File: src/rtl/uart_pkg.sv
// Shared UART definitions for the receive and transmit sides.
package uart_pkg;

  localparam int UART_DATA_BITS            = 8;
  localparam int UART_DEFAULT_CLKS_PER_BIT = 104;

  typedef enum logic [2:0] {
    IDLE      = 3'd0,
    START     = 3'd1,
    DATA      = 3'd2,
    STOP      = 3'd3,
    WAIT_HIGH = 3'd4
  } rx_state_t;

endpackage

File: src/rtl/uart_rx_sync.sv
// Two-flop synchroniser for an asynchronous single-bit input.
module uart_rx_sync #(
  parameter logic RST_VAL = 1'b1
) (
  input  logic i_clk,
  input  logic i_rst,
  input  logic i_d,
  output logic o_q
);

  logic meta_d, meta_q;
  logic sync_d, sync_q;

  always_comb begin
    meta_d = i_d;
    sync_d = meta_q;
  end

  always_ff @(posedge i_clk) begin
    if (i_rst) begin
      meta_q <= RST_VAL;
      sync_q <= RST_VAL;
    end else begin
      meta_q <= meta_d;
      sync_q <= sync_d;
    end
  end

  assign o_q = sync_q;

endmodule

File: src/rtl/uart_receiver.sv
// 8N1 UART receiver: start-bit validation, mid-bit sampling, stop-bit check.
module uart_receiver
  import uart_pkg::*;
#(
  parameter int CLKS_PER_BIT = UART_DEFAULT_CLKS_PER_BIT
) (
  input  logic                      i_clk,
  input  logic                      i_rst,
  input  logic                      i_rx,
  output logic [UART_DATA_BITS-1:0] o_data,
  output logic                      o_valid,
  output logic                      o_frame_err,
  output logic                      o_busy
);

  localparam int CW = $clog2(CLKS_PER_BIT);
  localparam int H  = CLKS_PER_BIT / 2;
  localparam logic [CW-1:0] HALF_LAST = CW'(H - 1);
  localparam logic [CW-1:0] BIT_LAST  = CW'(CLKS_PER_BIT - 1);
  localparam logic [2:0]    IDX_LAST  = 3'(UART_DATA_BITS - 1);

  if (CLKS_PER_BIT < 4) begin : g_bad_cpb
    $error("uart_receiver: CLKS_PER_BIT must be >= 4");
  end

  logic rx_s;

  uart_rx_sync #(.RST_VAL(1'b1)) u_sync (
    .i_clk (i_clk),
    .i_rst (i_rst),
    .i_d   (i_rx),
    .o_q   (rx_s)
  );

  rx_state_t                 state_d, state_q;
  logic [CW-1:0]             cnt_d, cnt_q;
  logic [2:0]                idx_d, idx_q;
  logic [UART_DATA_BITS-1:0] shift_d, shift_q;
  logic [UART_DATA_BITS-1:0] data_d, data_q;
  logic                      valid_d, valid_q;
  logic                      ferr_d, ferr_q;
  logic                      busy_d, busy_q;

  always_comb begin
    state_d = state_q;
    cnt_d   = cnt_q;
    idx_d   = idx_q;
    shift_d = shift_q;
    data_d  = data_q;
    valid_d = 1'b0;
    ferr_d  = 1'b0;
    unique case (state_q)
      IDLE: begin
        if (!rx_s) begin
          state_d = START;
          cnt_d   = '0;
        end
      end
      START: begin
        if (cnt_q == HALF_LAST) begin
          cnt_d = '0;
          if (!rx_s) begin
            state_d = DATA;
            idx_d   = '0;
          end else begin
            state_d = IDLE;
          end
        end else begin
          cnt_d = cnt_q + CW'(1);
        end
      end
      DATA: begin
        if (cnt_q == BIT_LAST) begin
          cnt_d   = '0;
          shift_d = {rx_s, shift_q[UART_DATA_BITS-1:1]};
          idx_d   = idx_q + 3'd1;
          if (idx_q == IDX_LAST) state_d = STOP;
        end else begin
          cnt_d = cnt_q + CW'(1);
        end
      end
      STOP: begin
        if (cnt_q == BIT_LAST) begin
          cnt_d = '0;
          if (rx_s) begin
            data_d  = shift_q;
            valid_d = 1'b1;
            state_d = IDLE;
          end else begin
            ferr_d  = 1'b1;
            state_d = WAIT_HIGH;
          end
        end else begin
          cnt_d = cnt_q + CW'(1);
        end
      end
      // A low stop bit may be a break; hold off start detection until the line recovers.
      WAIT_HIGH: begin
        if (rx_s) state_d = IDLE;
      end
      default: state_d = IDLE;
    endcase
    busy_d = (state_d != IDLE);
  end

  always_ff @(posedge i_clk) begin
    if (i_rst) begin
      state_q <= IDLE;
      cnt_q   <= '0;
      idx_q   <= '0;
      shift_q <= '0;
      data_q  <= '0;
      valid_q <= 1'b0;
      ferr_q  <= 1'b0;
      busy_q  <= 1'b0;
    end else begin
      state_q <= state_d;
      cnt_q   <= cnt_d;
      idx_q   <= idx_d;
      shift_q <= shift_d;
      data_q  <= data_d;
      valid_q <= valid_d;
      ferr_q  <= ferr_d;
      busy_q  <= busy_d;
    end
  end

  assign o_data      = data_q;
  assign o_valid     = valid_q;
  assign o_frame_err = ferr_q;
  assign o_busy      = busy_q;

endmodule

File: config.mk
export PLATFORM = sky130hd
export DESIGN_NAME = uart_receiver
export DESIGN_NICKNAME = d
export VERILOG_FILES = /design/src/rtl/uart_pkg.sv /design/src/rtl/uart_rx_sync.sv /design/src/rtl/uart_receiver.sv
export SDC_FILE = /design/constraint.sdc
export NUM_CORES = 1
export LEC_CHECK = 0
export BUFFER_PORTS_ARGS = -buffer_cell sky130_fd_sc_hd__buf_2
export CAP_MARGIN = 5
export CORE_ASPECT_RATIO = 0.8
export CORE_MARGIN = 2
export CORE_UTILIZATION = 50
export CTS_CLUSTER_SIZE = 28
export DETAILED_ROUTE_END_ITERATION = 10
export PLACE_DENSITY = 0.7
export SYNTH_ARGS = -nofsm -noshare
export SYNTH_HDL_FRONTEND = slang
export SYNTH_SLANG_ARGS = --single-unit
File: constraint.sdc
create_clock -name i_clk -period 2.5 [get_ports i_clk]
set_input_delay 0.125 -clock i_clk [delete_from_list [all_inputs] [get_ports i_clk]]
set_output_delay 0.125 -clock i_clk [all_outputs]
set_load 0.02 [all_outputs]
==> impl_metrics.json, run 1 <==
{
  "grt_pass1_vias": 1042,
  "power_density_nw_per_um2": 600,
  "wirelength_um": 2790,
  "outcome": "complete, no violations",
  "slew_headroom_pct": 51.4,
  "antenna_left": 0,
  "min_period_ns": 2.07,
  "grt_setup_unrepaired": "no",
  "yosysUniqueCellTypes": 34,
  "gp_congestion": 0.853,
  "grt_start_max_net_pins": 33,
  "clock_path_buffers": 2,
  "cts_resized": 0,
  "layout_worst_path_cycle_share_pct": 82.9,
  "die_area_um2": 3400,
  "ctsHoldBuffers": 0,
  "synth_top_cell_by_area": "dfxtp_1",
  "skew_ns": 0.00345,
  "fin_nets": 175,
  "slew_viol_final": 0,
  "ys.flop_type": "dfxtp_1",
  "layout_common_cells": "34 x dfxtp_1, 21 x nor2_1, 19 x mux2i_1",
  "ys_ff_latch": 34,
  "wl_per_cell_um": 13.4,
  "portBuffers": 13,
  "cts_tree": "yes",
  "syn_nets": 162,
  "netlist_area_um2": 1470,
  "cp_cell_sequence": "ha_1 > nand2_1 > nor4_4 > mux2i_1 > nor2_1",
  "synthArstFlopShare_pct": 0,
  "drt_first_pass_iters": 4,
  "arrival_ns": 2.23,
  "cts.clk_slew.worst_paths_ns": 0.07,
  "drc_errors": 0,
  "pwr-share-seq_pct": 55.5,
  "grt_overflow_total": 0,
  "dp_cells": 200,
  "dr.first_iter.drc_count": 76,
  "fin_cells": 208,
  "timing.hold.ws_ns": 0.0134,
  "drv_cap": 0,
  "clockPowerShare_pct": 41.1,
  "grtUsageTotal_pct": 19.6,
  "vdd_drop_max_v": 0.000376,
  "cts_setup_buffers": 0,
  "p_sw_share_pct": 21.7,
  "finalSetupViolCount": 0,
  "p_sw_mw": 0.216,
  "viasPerCell": 5.47,
  "dpl.hpwl_um": 2020,
  "startpoint_type": "flip-flop",
  "syn_inst": 156,
  "final_common_cell": "dfxtp_1",
  "synth_edf_count": 0,
  "fin_area_um2": 1660,
  "setup_tns_ns": 0,
  "drive_gt1_share_pct": 16.5,
  "worst_pin_slew_ns": 0.723,
  "synth_top_area_share_pct": 46.3,
  "root_buffer": "clkbuf_8",
  "reg2reg_slack_ns": 0.43,
  "yosys_warnings": 0,
  "combPwrFrac_pct": 3.4,
  "post_dp_cell_area_um2": 1570,
  "area_delta_synth_final_pct": 12.8,
  "ys_seq_area_share_pct": 46.3,
  "slowest_delay_ns": 0.72,
  "post_synth.cell_area_avg_um2": 9.43,
  "num_antenna_cells": 0,
  "io_pins": 14,
  "coreArea_um2": 2790,
  "die_height_um": 52.5,
  "hold_class": "input pin to flip-flop",
  "worst_setup_path_end_kind": "flip-flop",
  "cp_slowest_cell": "nor4_4",
  "clock_latency_ns": 0.29,
  "antenna_found_initial": 0,
  "critical_path_class": "flip-flop to flip-flop",
  "p_int_mw": 0.781,
  "power_leakage_nw": 0.580,
  "timing.fmax_mhz": 482,
  "synth_area_leaders": "dfxtp_1 46%, mux2i_1 13%, nor2_1 5.4%",
  "start_util_pct": 52.8,
  "die_w_um": 64.7,
  "final_core_util_pct": 59.6,
  "critPathMaxFanout": 8,
  "cts_buffers": 5,
  "required_ns": 2.66,
  "vias": 1138,
  "cts_sinks": 34,
  "rows": 17,
  "h-tree-depth": 2,
  "grt_first_pass_wirelength_um": 4780,
  "finalHoldViolCount": 0
}
==> logic make-up after synthesis <==
family          synth area share [%]
simple gates                    23.9
flops                           46.3
mux                             12.9
compound gates                  8.16
buf+inv                         3.23
xor+xnor                        2.98
fa+ha+maj                       2.55
==> power by group through the flow <==
| stage | sequential (mW) | clock [mW] | combinational (mW) |
|---|---|---|---|
| global route | 0.554 | 0.447 | 0.0385 |
| global placement | 0.565 | 0 | 0.0334 |
| finish | 0.553 | 0.409 | 0.0341 |
| floorplan | 0.562 | 0 | 0.0281 |
| CTS | 0.553 | 0.421 | 0.0343 |
| detailed placement | 0.566 | 0 | 0.0340 |
==> worst paths after layout <==
kind | start | to | cells after the start
worst max-delay path | cnt_q[0] | o_data[6] | 5
worst min-delay path | i_rx | u_sync.meta_q | 2
worst min register to register | u_sync.meta_q | u_sync.o_q | 1
worst max register to register | cnt_q[0] | o_data[6] | 5
==> state kept, by name, indices dropped and copies added, names as in the netlist <==
signal         count
o_data             8
o_frame_err        1
idx_q              3
u_sync.meta_q      1
cnt_q              7
u_sync.o_q         1
state_q            3
shift_q            8
o_busy             1
o_valid            1
==> layer usage <==
layer	vias up	GRT usage [%]	part of all wire, %
met2	35	28.5	44
met4	0	11.7	2.3
li1	579	-	-
met3	7	5.81	5.6
met1	517	25.8	48
met5	-	0	0
==> critical path: cells and delay by family (launching register included) <==
kind | cells | cell delay, ns
AND/OR/NAND/NOR | 3 | 0.97
flip-flops | 1 | 0.38
multiplexers | 1 | 0.30
adder cells (fa/ha/maj) | 1 | 0.29
==> area by class of cell <==
cell class,count,area (µm²)
fill,244,1130
timing repair buffer,15,80.1
clock inverter,1,5.00
tap,38,47.5
sequential,34,681
clock buffer,7,86.3
multi-input combinational,110,749
inverter,3,11.3
==> through the flow <==
step | power (mW) | setup slack [ns]
6_report | 0.997 | 0.427
4_1_cts | 1.01 | 0.393
2_1_floorplan | 0.591 | 0.759
5_1_grt | 1.04 | 0.249
3_3_place_gp | 0.598 | 0.560
3_5_place_dp | 0.600 | 0.411
==> cells in the mapped netlist, types with 3 or more instances <==
| library cell | n |
|---|---|
| nand2_1 | 12 |
| mux2i_1 | 19 |
| a21oi_1 | 3 |
| nor3b_1 | 3 |
| inv_1 | 3 |
| nand3_1 | 3 |
| nand2b_1 | 3 |
| ha_1 | 3 |
| nor2_1 | 21 |
| clkbuf_1 | 7 |
| xnor2_1 | 5 |
| dfxtp_1 | 34 |
| nor3_1 | 10 |
Power figures use the tool's default switching activity.
==> run 2, diff against run 1 <==
==> constraint.sdc (replaced) <==
create_clock -name i_clk -period 2 [get_ports i_clk]
set_input_delay 0.1 -clock i_clk [delete_from_list [all_inputs] [get_ports i_clk]]
set_output_delay 0.1 -clock i_clk [all_outputs]
set_load 0.02 [all_outputs]
==> run 2 against run 1 <==
- flip-flop and latch count stayed put
- power increased by 27%
- clock-buffer cell count shrank 1
- fmax increased by 13%
- clock power up 28%
- die area did not move
- sequential share of layout area decreased by 0.85 points
- critical path depth unchanged
- cell area is 2.1% higher
- critical endpoint is now o_busy
- largest power group unchanged
==> impl_metrics.json, run 2 (synthesis results as in run 1) <==
{
  "die_w_um": 64.7,
  "regArea_um2": 681,
  "multiInputGateArea_um2": 756,
  "dp_cells": 202,
  "io_pins": 14,
  "cts_sinks": 34,
  "grt_pass1_vias": 1003,
  "fin_cells": 211,
  "power_density_nw_per_um2": 744,
  "min_from": "i_rst",
  "grt_setup_unrepaired": "no",
  "cts_buffers": 5,
  "critical_path_class": "flip-flop to flip-flop",
  "finalHoldViolCount": 0,
  "outcome": "complete, no violations",
  "vdd_drop_max_v": 0.000407,
  "layout_common_cells": "34 x dfxtp_1, 21 x nor2_1, 19 x mux2i_1",
  "drv_cap": 0,
  "crit_start": "cnt_q[0]",
  "cts_setup_buffers": 0,
  "drc_errors": 0,
  "drt_first_pass_iters": 4,
  "arrival_ns": 2.07,
  "min_period_ns": 1.84,
  "antenna_left": 0,
  "slew_viol_final": 0,
  "clock_path_buffers": 2,
  "rr_startpoint": "cnt_q[0]",
  "timing.fmax_mhz": 545,
  "critPathMaxFanout": 7,
  "viasPerCell": 5.42,
  "portBuffers": 13,
  "root_buffer": "clkbuf_8",
  "setup_tns_ns": 0,
  "startpoint_type": "flip-flop",
  "dpl.hpwl_um": 1920,
  "fillCellCount": 250,
  "vias": 1143,
  "gp_congestion": 0.853,
  "finalSetupViolCount": 0,
  "cts.clk_slew.worst_paths_ns": 0.07,
  "dr.first_iter.drc_count": 48,
  "drive_gt1_share_pct": 19.1,
  "antenna_found_initial": 0,
  "post_dp_cell_area_um2": 1580,
  "layout_worst_path_cycle_share_pct": 91.8,
  "grt_first_pass_wirelength_um": 4610,
  "skew_ns": 0.00397,
  "worst_pin_slew_ns": 0.553,
  "rows": 17,
  "required_ns": 2.24,
  "wl_per_cell_um": 13.3,
  "final_common_cell": "dfxtp_1",
  "cts_tree": "yes",
  "area_delta_synth_final_pct": 15.2,
  "power_leakage_nw": 0.593,
  "slew_headroom_pct": 63.0,
  "wirelength_um": 2800,
  "num_antenna_cells": 0,
  "grtUsageTotal_pct": 18.6,
  "grt_overflow_total": 0,
  "grt_start_max_net_pins": 33,
  "worst_setup_path_end_kind": "flip-flop",
  "h-tree-depth": 2,
  "hold_class": "input pin to flip-flop",
  "coreArea_um2": 2790,
  "clock_latency_ns": 0.29,
  "fin_nets": 178,
  "start_util_pct": 52.8,
  "die_height_um": 52.5,
  "fin_area_um2": 1700,
  "die_area_um2": 3400
}
run 2: cell types whose count changed in the layout (fill, tap and decap cells not counted):
cell,change
ha_2,+1
o21ai_1,-1
buf_4,+2
o21ai_2,+1
clkinvlp_4,+1
dlygate4sd3_1,+1
ha_1,-1
clkbuf_1,-1
run 2: worst paths after layout:
kind	depth (start not counted)	end	slack (ns)
max	5	o_busy	0.16
min	2	o_data[2]	0.28
max reg2reg	5	o_busy	0.16
min reg2reg	1	u_sync.o_q	0.41
run 2: power by group:
part / switching, mW / total [mW] / leakage [nW] / internal [mW]
Clock: 0.247 / 0.523 / 0.0472 / 0.276
Combinational: 0.0281 / 0.0471 / 0.271 / 0.0191
Sequential: 0.00811 / 0.692 / 0.275 / 0.683
Total: 0.283 / 1.26 / 0.593 / 0.979
run 2: per-layer routing:
metal / up-vias / routed length, µm / track usage [%]
li1: 585 / - / -
met1: 532 / 1440 / 24.0
met2: 19 / 1180 / 27.3
met3: 7 / 110 / 5.81
met4: 0 / 63 / 11.7
met5: - / 0 / 0
run 2: per-stage QoR:
stage | worst slack [ns] | utilization [%] | hold WS (ns) | total power, mW
6_report | 0.164 | 60.8 | 0.281 | 1.26
5_1_grt | 0.0310 | 60.8 | 0.309 | 1.31
4_1_cts | 0.0573 | 60.6 | 0.275 | 1.28
3_5_place_dp | 0.0760 | 56.8 | 0.287 | 0.752
3_3_place_gp | 0.142 | 56.8 | 0.285 | 0.751
2_1_floorplan | 0.259 | - | 0.168 | 0.738
run 2: final cells by class:
| class | instances | share of cell area (%) |
|---|---|---|
| tap | 38 | 2.80 |
| clock buffer | 6 | 4.87 |
| timing repair buffer | 18 | 6.20 |
| clock inverter | 2 | 0.738 |
| inverter | 3 | 0.664 |
| sequential | 34 | 40.1 |
| multi-input combinational | 110 | 44.6 |
run 2: worst max-delay path, stage by stage (launching register included):
cell and delay (ns):
dfxtp_1 0.37, ha_2 0.25, nand2_1 0.18, or4_1 0.62
a211oi_2 0.23, or3_1 0.13
run 2: repair_timing:
action / CTS / global route
gates resized for setup: 0 / 2
endpoints found under the setup margin: 0 / 4
hold buffers: 1 / 0
endpoints found under the hold margin: 1 / 0
==> run 3, diff against run 2 <==
--- a/config.mk
+++ b/config.mk
@@ -12,7 +12,7 @@
 export CORE_UTILIZATION = 50
 export CTS_CLUSTER_SIZE = 28
 export DETAILED_ROUTE_END_ITERATION = 10
-export PLACE_DENSITY = 0.7
+export PLACE_DENSITY = 0.69
 export SYNTH_ARGS = -nofsm -noshare
 export SYNTH_HDL_FRONTEND = slang
 export SYNTH_SLANG_ARGS = --single-unit
==> run 3 against run 2 <==
- via count decreased by 1.3%
- cell area fell by 0.22%
- core utilization shrank 0.13 points
- highest routed layer unchanged
- clock skew is 0.0015 ns lower
- sequential share of layout area rose by 0.089 points
- first-iteration DRC count grew 27%
- global-route usage increased by 0.51 points
- non-clock buffer count rose by 1
- critical endpoint is now idx_q[2]
- flip-flop and latch count unchanged
- clock-buffer cell count unchanged
==> impl_metrics.json, run 3 (synthesis results as in run 1) <==
{
  "critical_path_class": "flip-flop to flip-flop",
  "antenna_left": 0,
  "multiInputGateArea_um2": 757,
  "grt_overflow_total": 0,
  "met1Wirelength_um": 1400,
  "vias": 1128,
  "r2r-end": "idx_q[2]",
  "gp_congestion": 0.887,
  "drt_first_pass_iters": 5,
  "start_util_pct": 52.8,
  "grtUsageTotal_pct": 19.1,
  "timing.hold.ws_ns": 0.196,
  "grt_first_pass_wirelength_um": 4760,
  "finalSetupViolCount": 0,
  "layout_common_cells": "34 x dfxtp_1, 21 x nor2_1, 19 x mux2i_1",
  "min_period_ns": 1.87,
  "cts_tree": "yes",
  "arrival_ns": 2.08,
  "die_area_um2": 3400,
  "slew_headroom_pct": 59.2,
  "startpoint_type": "flip-flop",
  "finalPower_mw": 1.22,
  "clock_path_buffers": 2,
  "crit_end": "idx_q[2]",
  "required_ns": 2.21,
  "power_leakage_nw": 0.596,
  "fillCellCount": 246,
  "grt_pass1_vias": 1061,
  "rows": 17,
  "drv_cap": 0,
  "cts_buffers": 5,
  "clock_latency_ns": 0.28,
  "top_layer": "met4",
  "hold_class": "input pin to flip-flop",
  "wl_met3_um": 113,
  "die_height_um": 52.5,
  "slew_viol_final": 0,
  "regArea_um2": 681,
  "dr.first_iter.drc_count": 61,
  "wl_met2_um": 1290,
  "critPathMaxFanout": 7,
  "ff2ff_path_depth": 5,
  "grt_start_max_net_pins": 20,
  "wl_per_cell_um": 13.5,
  "num_antenna_cells": 0,
  "h-tree-depth": 2,
  "io_pins": 14,
  "rr_startpoint": "cnt_q[0]",
  "final_common_cell": "dfxtp_1",
  "fin_nets": 179,
  "coreArea_um2": 2790,
  "outcome": "complete, no violations",
  "final_core_util_pct": 60.7,
  "skew_ns": 0.00249,
  "layout_worst_path_cycle_share_pct": 93.3,
  "portBuffers": 13,
  "power_density_nw_per_um2": 722,
  "antenna_found_initial": 0,
  "cts.clk_slew.worst_paths_ns": 0.06,
  "setup_tns_ns": 0,
  "timing.fmax_mhz": 536,
  "reg2reg_slack_ns": 0.13,
  "grt_setup_unrepaired": "no",
  "wirelength_um": 2840,
  "worst_setup_path_end_kind": "flip-flop",
  "drive_gt1_share_pct": 18.6,
  "vdd_drop_max_v": 0.000473,
  "worst_pin_slew_ns": 0.610,
  "crit_start": "cnt_q[0]",
  "area_delta_synth_final_pct": 15.0,
  "drc_errors": 0,
  "cts_sinks": 34,
  "dpl.hpwl_um": 1950,
  "viasPerCell": 5.37,
  "root_buffer": "clkbuf_8",
  "die_w_um": 64.7,
  "finalHoldViolCount": 0
}
==> run 3: final cells by class <==
class                      instances  area share, %
clock buffer                       6           4.88
inverter                           3          0.666
multi-input combinational        110           44.7
sequential                        34           40.2
tap                               38           2.81
timing repair buffer              19           6.66
==> run 3: how the worst min path moves through the flow <==
stage | depth (start not counted) | endpoint | from
floorplan | 1 | state_q[2] | i_rst
global placement | 2 | u_sync.meta_q | i_rx
detailed placement | 2 | u_sync.meta_q | i_rx
CTS | 2 | shift_q[4] | i_rst
global route | 2 | o_data[4] | i_rst
finish | 2 | shift_q[2] | i_rst
==> run 3: what timing repair did <==
action                                  in CTS  in global routing
gates resized for setup                      0                  2
buffers inserted                             0                  0
endpoints found under the setup margin       0                  4
endpoints found under the hold margin        1                  0
hold buffers                                 1                  0
==> run 3: metrics by stage <==
stage          worst slack [ns]  area [µm²]  cells
5_1_grt                 0.00647        1690    210
2_1_floorplan             0.259        1470    156
3_5_place_dp             0.0830        1590    203
3_3_place_gp              0.163        1590    203
6_report                  0.133        1690    210
4_1_cts                  0.0532        1680    210
==> run 3: report_power, final <==
part,internal [mW],total (mW),switching [mW]
clock,0.265,0.481,0.216
combinational,0.0202,0.0485,0.0283
sequential,0.684,0.692,0.00780
==> run 3: per-layer routing <==
metal	GRT usage (%)	up-vias
met3	5.16	5
met4	9.57	0
li1	-	585
met5	0	-
met2	30.7	21
met1	24.0	517
==> run 3: worst max-delay path: stages (launching register included) <==
cell and delay [ns]:
dfxtp_1 0.36, ha_1 0.30, nand2_2 0.16, or4_1 0.52
o21ai_1 0.24, mux2i_1 0.23
